--- config.mk ---
export PLATFORM = sky130hd
export DESIGN_NAME = pipe_stall_ctrl_flat
export DESIGN_NICKNAME = d
export VERILOG_FILES = /design/src/rtl/pipe_stall_ctrl_pkg.sv /design/src/rtl/pipe_stall_ctrl_if.sv /design/src/rtl/pipe_stall_ctrl_sat_counter.sv /design/src/rtl/pipe_stall_ctrl.sv /design/src/flat_wrapper.sv
export SDC_FILE = /design/constraint.sdc
export NUM_CORES = 1
export LEC_CHECK = 0
export ABC_CLOCK_PERIOD_IN_PS = 3350
export BUFFER_PORTS_ARGS = -buffer_cell sky130_fd_sc_hd__buf_2
export CELL_PAD_IN_SITES_DETAIL_PLACEMENT = 1
export CELL_PAD_IN_SITES_GLOBAL_PLACEMENT = 2
export CORE_UTILIZATION = 33
export DETAILED_ROUTE_END_ITERATION = 16
export PLACE_DENSITY_LB_ADDON = 0.15
export SYNTH_ARGS = -nofsm -noshare
export SYNTH_HDL_FRONTEND = slang
export SYNTH_HIERARCHICAL = 1
export SYNTH_SLANG_ARGS = --single-unit
--- constraint.sdc ---
create_clock -name clk -period 3.35 [get_ports clk]
set_input_delay 0.335 -clock clk [delete_from_list [all_inputs] [get_ports clk]]
set_output_delay 0.335 -clock clk [all_outputs]
set_load 0.01 [all_outputs]
--- src/rtl/pipe_stall_ctrl_pkg.sv ---
// Shared types and constants for the pipeline stall/flush controller.
package pipe_stall_ctrl_pkg;

   localparam int unsigned CNT_W_DEF = 16;
   localparam int unsigned ST_W      = 2;
   localparam int unsigned OPC_W     = 5;

   // Controller state; encoding 2'd3 is unreachable and recovers to RUN.
   typedef enum logic [ST_W-1:0] {
      RUN      = 2'd0,
      MEM_WAIT = 2'd1,
      HALTED   = 2'd2,
      ILLEGAL  = 2'd3
   } state_t;

   // Opcode the IF/ID latch loads when asked to insert a NOP.
   localparam logic [OPC_W-1:0] NOP_OPCODE = 5'b00001;

   // Per-cycle pipeline control bundle.
   typedef struct packed {
      logic pc_en;
      logic if_id_en;
      logic if_id_nop;
      logic id_ex_en;
      logic id_ex_nop;
      logic ex_mem_en;
      logic mem_wb_en;
      logic mem_wb_nop;
      logic halted;
   } ctrl_t;

   //                                pc ifen ifnop exen exnop mem wben wbnop halt
   localparam ctrl_t CTRL_RESET = '{1'b0, 1'b0, 1'b1, 1'b0, 1'b1, 1'b0, 1'b0, 1'b1, 1'b0};
   localparam ctrl_t CTRL_HALT  = '{1'b0, 1'b0, 1'b0, 1'b0, 1'b0, 1'b0, 1'b0, 1'b0, 1'b1};
   localparam ctrl_t CTRL_DMEM  = '{1'b0, 1'b0, 1'b0, 1'b0, 1'b0, 1'b0, 1'b1, 1'b1, 1'b0};
   localparam ctrl_t CTRL_FLUSH = '{1'b1, 1'b1, 1'b1, 1'b1, 1'b1, 1'b1, 1'b1, 1'b0, 1'b0};
   localparam ctrl_t CTRL_HZ    = '{1'b0, 1'b0, 1'b0, 1'b1, 1'b1, 1'b1, 1'b1, 1'b0, 1'b0};
   localparam ctrl_t CTRL_IMEM  = '{1'b0, 1'b1, 1'b1, 1'b1, 1'b0, 1'b1, 1'b1, 1'b0, 1'b0};
   localparam ctrl_t CTRL_NORM  = '{1'b1, 1'b1, 1'b0, 1'b1, 1'b0, 1'b1, 1'b1, 1'b0, 1'b0};

endpackage

--- src/rtl/pipe_stall_ctrl_if.sv ---
// Hazard requests in, pipeline-register controls and perf counters out.
interface pipe_stall_ctrl_if #(
   parameter int unsigned CNT_W = pipe_stall_ctrl_pkg::CNT_W_DEF
);
   logic             hz_stall;
   logic             redirect_x;
   logic             imem_busy;
   logic             dmem_busy;
   logic             halt_wb;

   logic             pc_en;
   logic             if_id_en;
   logic             if_id_nop;
   logic             id_ex_en;
   logic             id_ex_nop;
   logic             ex_mem_en;
   logic             mem_wb_en;
   logic             mem_wb_nop;
   logic             halted;
   logic [CNT_W-1:0] stall_cnt;
   logic [CNT_W-1:0] bubble_cnt;

   // Pipeline side: raises requests, consumes controls.
   modport master (
      output hz_stall, redirect_x, imem_busy, dmem_busy, halt_wb,
      input  pc_en, if_id_en, if_id_nop, id_ex_en, id_ex_nop,
             ex_mem_en, mem_wb_en, mem_wb_nop, halted, stall_cnt, bubble_cnt
   );

   // Controller side.
   modport slave (
      input  hz_stall, redirect_x, imem_busy, dmem_busy, halt_wb,
      output pc_en, if_id_en, if_id_nop, id_ex_en, id_ex_nop,
             ex_mem_en, mem_wb_en, mem_wb_nop, halted, stall_cnt, bubble_cnt
   );
endinterface

--- src/rtl/pipe_stall_ctrl_sat_counter.sv ---
// Saturating up-counter with synchronous clear.
module sat_counter #(
   parameter int unsigned W = 16
) (
   input  logic         clk,
   input  logic         rst,
   input  logic         inc,
   output logic [W-1:0] cnt
);

   // Count up on inc, hold at all ones.
   always_ff @(posedge clk) begin
      if (rst) begin
         cnt <= '0;
      end else if (inc && (cnt != {W{1'b1}})) begin
         cnt <= cnt + W'(1);
      end
   end

endmodule

--- src/rtl/pipe_stall_ctrl.sv ---
// Decode-stage hazard consumer: per-stage enables, bubbles, PC enable,
// pending-flush tracking across data-memory waits, halt and perf counters.
module pipe_stall_ctrl
   import pipe_stall_ctrl_pkg::*;
#(
   parameter int unsigned CNT_W = CNT_W_DEF
) (
   input  logic               clk,
   input  logic               rst,
   pipe_stall_ctrl_if.slave   bus
);

   state_t state;
   logic   flush_pend;
   ctrl_t  ctrl;
   logic   flush;
   logic   stall_inc;
   logic   bubble_inc;

   // A redirect seen during a memory wait is replayed once the wait ends.
   assign flush = bus.redirect_x | flush_pend;

   // Priority decode of the current cycle's pipeline controls.
   always_comb begin
      ctrl = CTRL_NORM;
      if (rst) begin
         ctrl = CTRL_RESET;
      end else if (state == HALTED) begin
         ctrl = CTRL_HALT;
      end else if (bus.dmem_busy) begin
         ctrl = CTRL_DMEM;
      end else if (flush) begin
         ctrl = CTRL_FLUSH;
      end else if (bus.hz_stall) begin
         ctrl = CTRL_HZ;
      end else if (bus.imem_busy) begin
         ctrl = CTRL_IMEM;
      end
   end

   // State and pending-flush update; MEM_WAIT exits the same cycle busy drops.
   always_ff @(posedge clk) begin
      if (rst) begin
         state      <= RUN;
         flush_pend <= 1'b0;
      end else begin
         case (state)
            HALTED: begin
               state <= HALTED;
            end
            default: begin
               if (bus.dmem_busy) begin
                  state <= MEM_WAIT;
                  if (bus.redirect_x) begin
                     flush_pend <= 1'b1;
                  end
               end else begin
                  flush_pend <= 1'b0;
                  state      <= bus.halt_wb ? HALTED : RUN;
               end
            end
         endcase
      end
   end

   assign bus.pc_en      = ctrl.pc_en;
   assign bus.if_id_en   = ctrl.if_id_en;
   assign bus.if_id_nop  = ctrl.if_id_nop;
   assign bus.id_ex_en   = ctrl.id_ex_en;
   assign bus.id_ex_nop  = ctrl.id_ex_nop;
   assign bus.ex_mem_en  = ctrl.ex_mem_en;
   assign bus.mem_wb_en  = ctrl.mem_wb_en;
   assign bus.mem_wb_nop = ctrl.mem_wb_nop;
   assign bus.halted     = ctrl.halted;

   // Stalls count only while the core is live; halted cycles are frozen.
   assign stall_inc  = ~rst & (state != HALTED) & ~ctrl.pc_en;
   assign bubble_inc = ~rst & ctrl.id_ex_nop;

   sat_counter #(.W(CNT_W)) u_stall_cnt (
      .clk (clk),
      .rst (rst),
      .inc (stall_inc),
      .cnt (bus.stall_cnt)
   );

   sat_counter #(.W(CNT_W)) u_bubble_cnt (
      .clk (clk),
      .rst (rst),
      .inc (bubble_inc),
      .cnt (bus.bubble_cnt)
   );

endmodule

--- src/flat_wrapper.sv ---
// flat-port wrapper written by rule: the top's interface ports become plain ports
module pipe_stall_ctrl_flat import pipe_stall_ctrl_pkg::*;
#(
   parameter int unsigned CNT_W = CNT_W_DEF
)
  (clk, rst, bus_hz_stall, bus_redirect_x, bus_imem_busy, bus_dmem_busy, bus_halt_wb, bus_pc_en, bus_if_id_en, bus_if_id_nop, bus_id_ex_en, bus_id_ex_nop, bus_ex_mem_en, bus_mem_wb_en, bus_mem_wb_nop, bus_halted, bus_stall_cnt, bus_bubble_cnt);
  pipe_stall_ctrl_if #(.CNT_W(CNT_W)) bus_i ();
  input  logic clk;
  input  logic rst;
  input wire logic [$bits(bus_i.hz_stall)-1:0] bus_hz_stall;
  input wire logic [$bits(bus_i.redirect_x)-1:0] bus_redirect_x;
  input wire logic [$bits(bus_i.imem_busy)-1:0] bus_imem_busy;
  input wire logic [$bits(bus_i.dmem_busy)-1:0] bus_dmem_busy;
  input wire logic [$bits(bus_i.halt_wb)-1:0] bus_halt_wb;
  output wire logic [$bits(bus_i.pc_en)-1:0] bus_pc_en;
  output wire logic [$bits(bus_i.if_id_en)-1:0] bus_if_id_en;
  output wire logic [$bits(bus_i.if_id_nop)-1:0] bus_if_id_nop;
  output wire logic [$bits(bus_i.id_ex_en)-1:0] bus_id_ex_en;
  output wire logic [$bits(bus_i.id_ex_nop)-1:0] bus_id_ex_nop;
  output wire logic [$bits(bus_i.ex_mem_en)-1:0] bus_ex_mem_en;
  output wire logic [$bits(bus_i.mem_wb_en)-1:0] bus_mem_wb_en;
  output wire logic [$bits(bus_i.mem_wb_nop)-1:0] bus_mem_wb_nop;
  output wire logic [$bits(bus_i.halted)-1:0] bus_halted;
  output wire logic [$bits(bus_i.stall_cnt)-1:0] bus_stall_cnt;
  output wire logic [$bits(bus_i.bubble_cnt)-1:0] bus_bubble_cnt;
  assign bus_i.hz_stall = bus_hz_stall;
  assign bus_i.redirect_x = bus_redirect_x;
  assign bus_i.imem_busy = bus_imem_busy;
  assign bus_i.dmem_busy = bus_dmem_busy;
  assign bus_i.halt_wb = bus_halt_wb;
  assign bus_pc_en = bus_i.pc_en;
  assign bus_if_id_en = bus_i.if_id_en;
  assign bus_if_id_nop = bus_i.if_id_nop;
  assign bus_id_ex_en = bus_i.id_ex_en;
  assign bus_id_ex_nop = bus_i.id_ex_nop;
  assign bus_ex_mem_en = bus_i.ex_mem_en;
  assign bus_mem_wb_en = bus_i.mem_wb_en;
  assign bus_mem_wb_nop = bus_i.mem_wb_nop;
  assign bus_halted = bus_i.halted;
  assign bus_stall_cnt = bus_i.stall_cnt;
  assign bus_bubble_cnt = bus_i.bubble_cnt;
  pipe_stall_ctrl #(.CNT_W(CNT_W)) u_core (.clk(clk), .rst(rst), .bus(bus_i));
endmodule
=== After elaboration in Yosys (flattened, before gate mapping) ===
Cells that the tools add are included.

* Div/mod/pow operators: 0
* Shift-type cells: 0
* Equality and inequality tests: 5
* Multipliers: 0
* Magnitude comparators: 0
* Reductions and logical operators: 4
* Add/sub/neg operators: 2
* Bitwise operators: 7
* Mux-type cells: 11

{| class="wikitable"
|+ Operators by type and width
! kind !! count
|-
| two-way mux 9 bit || 6
|-
| adder 16 x 1 -> 16 bit, second input constant || 2
|-
| inequality test 16 bit, second input constant || 2
|-
| two-way mux 2 bit || 3
|-
| inequality test 2 bit, second input constant || 2
|-
| AND 1 bit || 3
|-
| inverter 1 bit || 3
|-
| == test 2 bit, second input constant || 1
|-
| logical AND 1 bit || 2
|-
| two-way mux 1 bit || 2
|-
| AND reduction 2 bit || 1
|-
| OR reduction 2 bit || 1
|-
| OR 1 bit || 1
|}

* Word-level logic and storage cells: 34
* Memory bits (writable): 0
* Memories kept: 0
* Input bits: 7
* Bits in read-only memories: 0
* Register bits after elaboration: 35
* Latch bits: 0

=== Longest topological paths before layout ===
Gate-level depths: netlist (run 1).

* Depth after elaboration: 9
* Mapped depth: 8
* Gate-level depth less buffers: 8

=== Hierarchy ===
The synthesis (run 1) kept the hierarchy.

{| class="wikitable"
|+ By module, submodules not included
! module !! area each (um2) !! times used !! cells an instance
|-
| sat_counter || 848.3 || 2 || 99
|-
| pipe_stall_ctrl || 226.5 || 1 || 29
|}

=== Worst setup path after synthesis (run 1) ===
No wires, ideal clock.

* Kind: input -> register
* From: in rst
* To: reg u_core.u_bubble_cnt.cnt[7]
* Path buffers: 2
* Slack: 1,334 ps
* Setup time: 70 ps
* Arrival time: 1,946 ps
* Stages: 8
* Path through: buf_6 > or3_4 > clkinv_2 > and2_1 > nand2_1 > clkbuf_1 > or4_1 > a21oi_1

* Cells in the longest elaborated chain, start to end: 3
* Elaborated cells on any way between the ends: 4
* Classes of those cells: mux: 1; bitwise: 2; reduce/logical: 1

{| class="wikitable"
|+ RTL lines
! item !! line !! RTL
|-
| from (decl) || flat_wrapper.sv:9 || <nowiki>input logic rst;</nowiki>
|-
| two-way mux 9 bit / inverter 1 bit (equally long branches) || pipe_stall_ctrl.sv:26, pipe_stall_ctrl.sv:78 ||
|-
| AND 1 bit (*) || pipe_stall_ctrl.sv:78 || <nowiki>assign bubble_inc = ~rst & ctrl.id_ex_nop;</nowiki>
|-
| via u_core.bubble_inc || pipe_stall_ctrl.sv:18 || <nowiki>logic bubble_inc;</nowiki>
|-
| logical AND 1 bit (*) || pipe_stall_ctrl_sat_counter.sv:15 || <nowiki>end else if (inc && (cnt != {W{1'b1}})) begin</nowiki>
|-
| to (signal assigned) || pipe_stall_ctrl_sat_counter.sv:16 || <nowiki>cnt <= cnt + W'(1);</nowiki>
|-
| to (decl) || pipe_stall_ctrl_sat_counter.sv:8 || <nowiki>output logic [W-1:0] cnt</nowiki>
|}

Mark *: on every way through the listed nets, which the timed path passes. The rest lies on a longest branch.
A chain may end at the register's enable or synchronous reset.

=== Worst setup path in the final report (run 1) ===
* From: reg u_core.state[1]
* To: reg u_core.u_bubble_cnt.cnt[11]

* Cells in the longest elaborated chain, start to end: 5

{| class="wikitable"
|+ RTL lines
! item !! line !! RTL
|-
| from (decl) || pipe_stall_ctrl.sv:13 || <nowiki>state_t state;</nowiki>
|-
| from (signal assigned) || pipe_stall_ctrl.sv:59 || <nowiki>state <= bus.halt_wb ? HALTED : RUN;</nowiki>
|-
| == test 2 bit || pipe_stall_ctrl.sv:28 || <nowiki>end else if (state == HALTED) begin</nowiki>
|-
| two-way mux 9 bit || pipe_stall_ctrl.sv:28 ||
|-
| two-way mux 9 bit || pipe_stall_ctrl.sv:26 || <nowiki>if (rst) begin</nowiki>
|-
| AND 1 bit || pipe_stall_ctrl.sv:78 ||
|-
| via u_core.bubble_inc || pipe_stall_ctrl.sv:18 ||
|-
| logical AND 1 bit || pipe_stall_ctrl_sat_counter.sv:15 ||
|}

The timed path passes the listed nets, and every way through them passes these cells.

==> reports/results.md, run 1 <==
- status: finished clean
- Worst Hold Path Cells: 3
- die extent in y: 78.3 µm
- detailed-routing iteration count for the pre-antenna-repair pass: 4
- simple-gate share of the synthesized area: 35.9%
- critical path launch point type: register
- number of instances in the synthesized netlist: 227
- shortest period the worst path allows: 2.25 ns
- number of nets in the layout: 281
- clk_lat worst skew: 0.30 ns
- Total Negative Setup Slacks: 0 ns
- placed cell area: 0.00220 mm²
- Synth top area share: 36.4%
- Synth Warn #: 6
- # H-tree levels: 2
- Setup Slack @ Placement: 0.914 ns
- power density normalized to cell area: 344 mW/mm²
- Worst Hold Endpoint: u_core/state[1]
- category of the worst setup path capture point: register
- number of antenna violations at the first check in global routing: 0
- remaining antenna violation count: 0
- largest driver fanout on the critical path: 11
- number of synthesized register bits: 35
- area added between synthesis and finish: 18.9%
- max-cap violations: 0
- final core utilization: 41.0%
- proportion of synthesized chip area in sequential cells: 36.4%
- mux share of post-synthesis cell area: 2.73%
- setup slack on the worst flop-to-flop path: 1.10 ns
- standby leakage power: 0.888 nW
- final count of pins violating max slew: 0
- top area cells in the synthesized netlist: sky130_fd_sc_hd__dfxtp_1 36%, sky130_fd_sc_hd__a21oi_1 5.7%, sky130_fd_sc_hd__or4_1 5.5%
- post-cts repair resize count: 0
- number of CTS-inserted buffers: 5
- beginning of the worst hold path: bus_halt_wb
- post-route cell area: 0.00229 mm²
- Max Freq: 445 MHz
- wirelength, routed: 4.96 mm
- post-synthesis area per instance: 8.47 µm²
- clock tree from TritonCTS: built
- via-per-instance ratio: 5.49
- Mapped Nets: 236
- R2R depth: 7
- average routed wire per standard cell: 14.4 µm
- Final Setup Violations: 0
- HPWL after detailed placement: 3.55 mm
- Synth area leader: sky130_fd_sc_hd__dfxtp_1
- destination of the worst register-to-register timing path: u_core/u_bubble_cnt/cnt[11]
- initial standard-cell utilization of the core: 34.5%
- worst relative slew slack: 44.5%
- transition time at the pin with the least slew margin: 0.827 ns
- number of I/O pins: 48
- Worst Skew: 0.00798 ns
- routability-driven placement congestion ratio: 0.703
- Synth Area in Adders: 1.30%
- combined global-route utilization of all metal layers: 17.2%
- die extent in x: 78.3 µm
- classification of the worst setup path: register to register
- Final Hold Viols: 0
- data arrival time of the critical path: 2.44 ns
- period utilisation layout: 67.0%
- async set or reset register ratio after synthesis: 0%
- startpoint of the worst setup timing path: u_core/state[1]
- Remaining Overflow, GRT: 0
- TritonCTS sink count: 35
- via count of the first global-routing pass: 1719
- root buffer cell: sky130_fd_sc_hd__clkbuf_8
- starting DRC count in detailed routing: 68
- Placeable Area: 0.00557 mm²
- setup fix buffers added after clock tree synthesis: 0
- Port Buf Inserts: 47
- fraction of synthesized cell area in xor and xnor cells: 1.82%
- Hold Crit Class: input pin to register
- number of synthesized flops with an enable pin: 0
- r2r startpoint: u_core/state[1]
- worst-case setup margin in the final layout: 1.10 ns
- buffers from clock root to sink, at most: 2
- Antenna diodes: 0
- standard-cell rows: 27
- hold buffer count at cts: 0
- combinational family with the most area after synthesis: simple AND/OR/NAND/NOR gates
- worst-case vdd ir drop: 0.115 mV
- setup repair after global routing missed its margin: no
- endpoint required time on the critical path: 3.54 ns
- summed instance area of the synthesized netlist: 0.00192 mm²
- Die ar.: 0.00614 mm²
- complex-gate fraction of the synthesized area: 17.5%
- DRC Markers: 0
- total via count after detailed routing: 1894
- Unique masters post-synth: 38
- post-CTS clock slew at the launch and capture registers of the worst setup and hold paths: 0.07 ns
- share of cells above drive strength 1: 24.5%
- first-pass GRT wire length: 8.22 mm
- maximum number of pins on one net before global-route repair: 25
- prevailing post-synth register cell: sky130_fd_sc_hd__dfxtp_1
[Yosys cell counts, drive strengths merged, types with 3 or more instances]
| cell | instances |
|---|---|
| or3 | 8 |
| nand4 | 8 |
| a21oi | 22 |
| nor2 | 17 |
| or4 | 14 |
| inv | 7 |
| clkbuf | 4 |
| o21ai | 9 |
| o31ai | 12 |
| nand3 | 12 |
| dfxtp | 35 |
| nor3 | 9 |
| mux2i | 3 |
| buf | 6 |
| o21a | 4 |
| xnor2 | 4 |
| a21o | 3 |
| and4 | 6 |
| nand2 | 14 |
| nor4 | 6 |
| nor2b | 5 |
[placed cells by master, fill, tap and decap left out, drive strengths merged, types with 3 or more instances in the layout]
cell type	n
o21a	4
nand2	14
nor3	9
a21o	3
nor2b	5
clkbuf	7
dfxtp	35
nor2	17
nand4	8
xnor2	4
nor4	6
and4	6
inv	7
buf	48
o31ai	12
o21ai	9
or4	14
a21oi	22
nand3	12
mux2i	3
or3	8
[routing by layer]
metal	global-route usage (%)	share of wire (%)
met1	22.4	50
met2	26.8	44
met3	3.72	3.8
met5	0	0
met4	8.70	1.8
[sequential cells by signal, indices dropped and copies added, names as in the netlist]
| register | cells |
|---|---|
| u_core/u_stall_cnt/cnt | 16 |
| u_core/u_bubble_cnt/cnt | 16 |
| u_core/flush_pend | 1 |
| u_core/state | 2 |
[logic make-up after synthesis]
logic type | after synthesis
mux | 5
fa+ha+maj | 2
compound gates | 54
flops | 35
simple gates | 109
buf+inv | 18
xor+xnor | 4
[per-stage QoR]
step	instances	hold WS, ns	power, W
3_3_place_gp	337	0.513	0.000492
2_1_floorplan	227	0.457	0.000472
3_5_place_dp	337	0.523	0.000492
6_report	345	0.296	0.000786
5_1_grt	345	0.321	0.000829
4_1_cts	345	0.288	0.000803
[worst max-delay path: stages (launching register included)]
cell	delay, ns
sky130_fd_sc_hd__dfxtp_1	0.31
sky130_fd_sc_hd__nor2b_1	0.15
sky130_fd_sc_hd__or3_4	0.35
sky130_fd_sc_hd__clkinv_2	0.06
sky130_fd_sc_hd__and2_1	0.23
sky130_fd_sc_hd__nand2_1	0.28
sky130_fd_sc_hd__nor4bb_1	0.39
sky130_fd_sc_hd__mux2_2	0.37
[power by group]
group / switching [W] / total (W) / leakage (nW) / internal (W)
combinational: 0.0000337 / 0.0000558 / 0.563 / 0.0000221
clock: 0.000159 / 0.000305 / 0.0422 / 0.000146
sequential: 0.00000462 / 0.000425 / 0.283 / 0.000421
total: 0.000197 / 0.000786 / 0.888 / 0.000589
[worst max path at each step]
stage / slack [ns] / endpoint
2_1_floorplan: 1.33 / u_core/u_bubble_cnt/cnt[7]
3_3_place_gp: 0.99 / u_core/u_bubble_cnt/cnt[11]
3_5_place_dp: 0.91 / u_core/u_bubble_cnt/cnt[11]
4_1_cts: 1.10 / u_core/u_bubble_cnt/cnt[11]
5_1_grt: 0.91 / u_core/u_bubble_cnt/cnt[11]
6_report: 1.10 / u_core/u_bubble_cnt/cnt[11]
[final cells by class]
cell class | count | area [µm²]
multi-input combinational | 174 | 1140
clock inverter | 1 | 5.00
fill | 704 | 3290
sequential | 35 | 701
tap | 72 | 90.1
timing repair buffer | 48 | 243
clock buffer | 7 | 76.3
inverter | 8 | 31.3
No activity file was read; power rests on OpenSTA's default activity.
==> inputs of run 2 (changes only) <==
- ABC_CLOCK_PERIOD_IN_PS: 3350 -> 2200
- CORE_UTILIZATION: 33 -> 30
- clock period: 3.35 -> 2.2 ns (I/O delays scaled with it)
==> run 2 against run 1 <==
Effect of this change:
- worst hold slack worse by 0.098 ns
- via count is 0.63% lower
- wire length is 2.8% higher
- total power is 48% higher
- register-to-register slack worse by 0.94 ns
- die area is 9.7% higher
- setup slack worse by 0.94 ns
- final cell count is 1.4% higher
- sequential share of layout area is 0.35 points lower
- clock skew is 0.0041 ns lower
==> reports/results.md, run 2 (synthesis gave the netlist of run 1 again) <==
- total via count after detailed routing: 1882
- final count of pins violating max slew: 0
- category of the worst setup path capture point: register
- worst-case setup margin in the final layout: 0.163 ns
- filler cell count in the final layout: 766
- setup repair after global routing missed its margin: no
- R2R depth: 8
- clk_lat worst skew: 0.28 ns
- standard-cell rows: 28
- Placeable Area: 0.00606 mm²
- number of I/O pins: 48
- combined global-route utilization of all metal layers: 16.1%
- critical path launch point type: register
- Die ar.: 0.00673 mm²
- met3 routed wirelength: 184 µm
- HPWL after detailed placement: 3.65 mm
- setup fix buffers added after clock tree synthesis: 0
- power density normalized to cell area: 505 mW/mm²
- maximum number of pins on one net before global-route repair: 41
- first-pass GRT wire length: 8.36 mm
- clock tree from TritonCTS: built
- Met1 Wirelength: 2.63 mm
- post-route worst hold slack: 0.199 ns
- total power draw: 0.00117 W
- root buffer cell: sky130_fd_sc_hd__clkbuf_8
- number of CTS-inserted buffers: 5
- standby leakage power: 0.903 nW
- destination of the worst register-to-register timing path: u_core/u_bubble_cnt/cnt[9]
- endpoint required time on the critical path: 2.41 ns
- r2r startpoint: u_core/state[1]
- status: finished clean
- WP buf/inv: 2
- Max Freq: 491 MHz
- area added between synthesis and finish: 20.2%
- end point of the critical path: u_core/u_bubble_cnt/cnt[9]
- remaining antenna violation count: 0
- worst relative slew slack: 55.5%
- initial standard-cell utilization of the core: 31.7%
- Worst Skew: 0.00389 ns
- die extent in y: 82.1 µm
- data arrival time of the critical path: 2.25 ns
- number of antenna violations at the first check in global routing: 0
- Antenna diodes: 0
- top flop regs: u_core/u_bubble_cnt/cnt: 16 flops, u_core/u_stall_cnt/cnt: 16 flops, u_core/state: 2 flops
- commonest non-fill, non-tap cells in the layout: 47 x sky130_fd_sc_hd__buf_2, 35 x sky130_fd_sc_hd__dfxtp_1, 22 x sky130_fd_sc_hd__a21oi_1
- top routing layer in use: met4
- transition time at the pin with the least slew margin: 0.659 ns
- Port Buf Inserts: 47
- average routed wire per standard cell: 14.6 µm
- routed wl met2: 2.24 mm
- # H-tree levels: 2
- hold buffer count at cts: 0
- setup slack on the worst flop-to-flop path: 0.16 ns
- via count of the first global-routing pass: 1740
- shortest period the worst path allows: 2.04 ns
- wirelength, routed: 5.10 mm
- share of cells above drive strength 1: 25.8%
- Remaining Overflow, GRT: 0
- Final Hold Viols: 0
- Final Setup Violations: 0
- Setup Slack @ Placement: 0.140 ns
- startpoint of the worst setup timing path: u_core/state[1]
- via-per-instance ratio: 5.38
- number of nets in the layout: 285
- total placed cells including tap cells: 344
- die extent in x: 82.1 µm
- number of non-filler instances in the completed layout: 350
- crit-path max cell delay: 0.48 ns
- delay-heaviest family, CP: simple AND/OR/NAND/NOR gates
- most common cell after layout, fill and taps aside: sky130_fd_sc_hd__buf_2
- detailed-routing iteration count for the pre-antenna-repair pass: 4
- DRC Markers: 0
- classification of the worst setup path: register to register
- Hold Crit Class: input pin to register
- worst-case vdd ir drop: 0.213 mV
- TritonCTS sink count: 35
- routability-driven placement congestion ratio: 0.766
- period utilisation layout: 92.6%
- largest driver fanout on the critical path: 10
- Total Negative Setup Slacks: 0 ns
- cell at the slowest stage of the critical path: sky130_fd_sc_hd__or4_1
- buffers from clock root to sink, at most: 2
- starting DRC count in detailed routing: 44
- max-cap violations: 0
- cells along the critical path: nor2b_1 -> or3_4 -> clkinv_2 -> and2_2 -> nand2_1 -> buf_4 -> or4_1 -> a21oi_1
- post-cts repair resize count: 0
- Critical Path Stages: 8
- post-CTS clock slew at the launch and capture registers of the worst setup and hold paths: 0.07 ns
[run 2: area by class of cell]
type                            count  area (µm²)  area share (%)
Tap cell                           75        93.8            4.06
Clock buffer                        6        72.6            3.14
Inverter                            8        31.3            1.35
Timing Repair Buffer               52         273            11.8
Sequential cell                    35         701            30.3
Multi-Input combinational cell    174        1140            49.4
[run 2: worst min-delay path by stage]
stage                        from         endpoint  slack (ns)  depth (start not counted)
finish                bus_halt_wb  u_core/state[1]        0.20                          3
global route          bus_halt_wb  u_core/state[1]        0.20                          3
CTS                   bus_halt_wb  u_core/state[1]        0.21                          3
detailed placement    bus_halt_wb  u_core/state[1]        0.51                          3
global placement      bus_halt_wb  u_core/state[1]        0.51                          3
floorplan           bus_dmem_busy  u_core/state[0]        0.34                          1
[run 2: tightest hold or removal path, stage by stage]
cell and delay [ns]:
sky130_fd_sc_hd__buf_2 0.10, sky130_fd_sc_hd__nand2b_1 0.06, sky130_fd_sc_hd__a21oi_1 0.06
[run 2: power breakdown]
part           total [W]  switching, W  leakage, nW  internal [W]
clock network   0.000434      0.000222       0.0371      0.000211
registers       0.000648    0.00000681        0.283      0.000641
logic          0.0000862     0.0000521        0.583     0.0000340
[run 2: per-stage QoR]
step / utilization, % / cell area, µm²
6_report: 38.2 / 2310
3_5_place_dp: 36.9 / 2240
5_1_grt: 38.2 / 2310
2_1_floorplan: - / 1920
3_3_place_gp: 36.9 / 2240
4_1_cts: 38.1 / 2310
[run 2: metal layers]
layer	track usage, %	up-vias
li1	-	955
met1	22.2	887
met2	24.8	35
met3	3.67	5
met4	4.74	0
met5	0	-
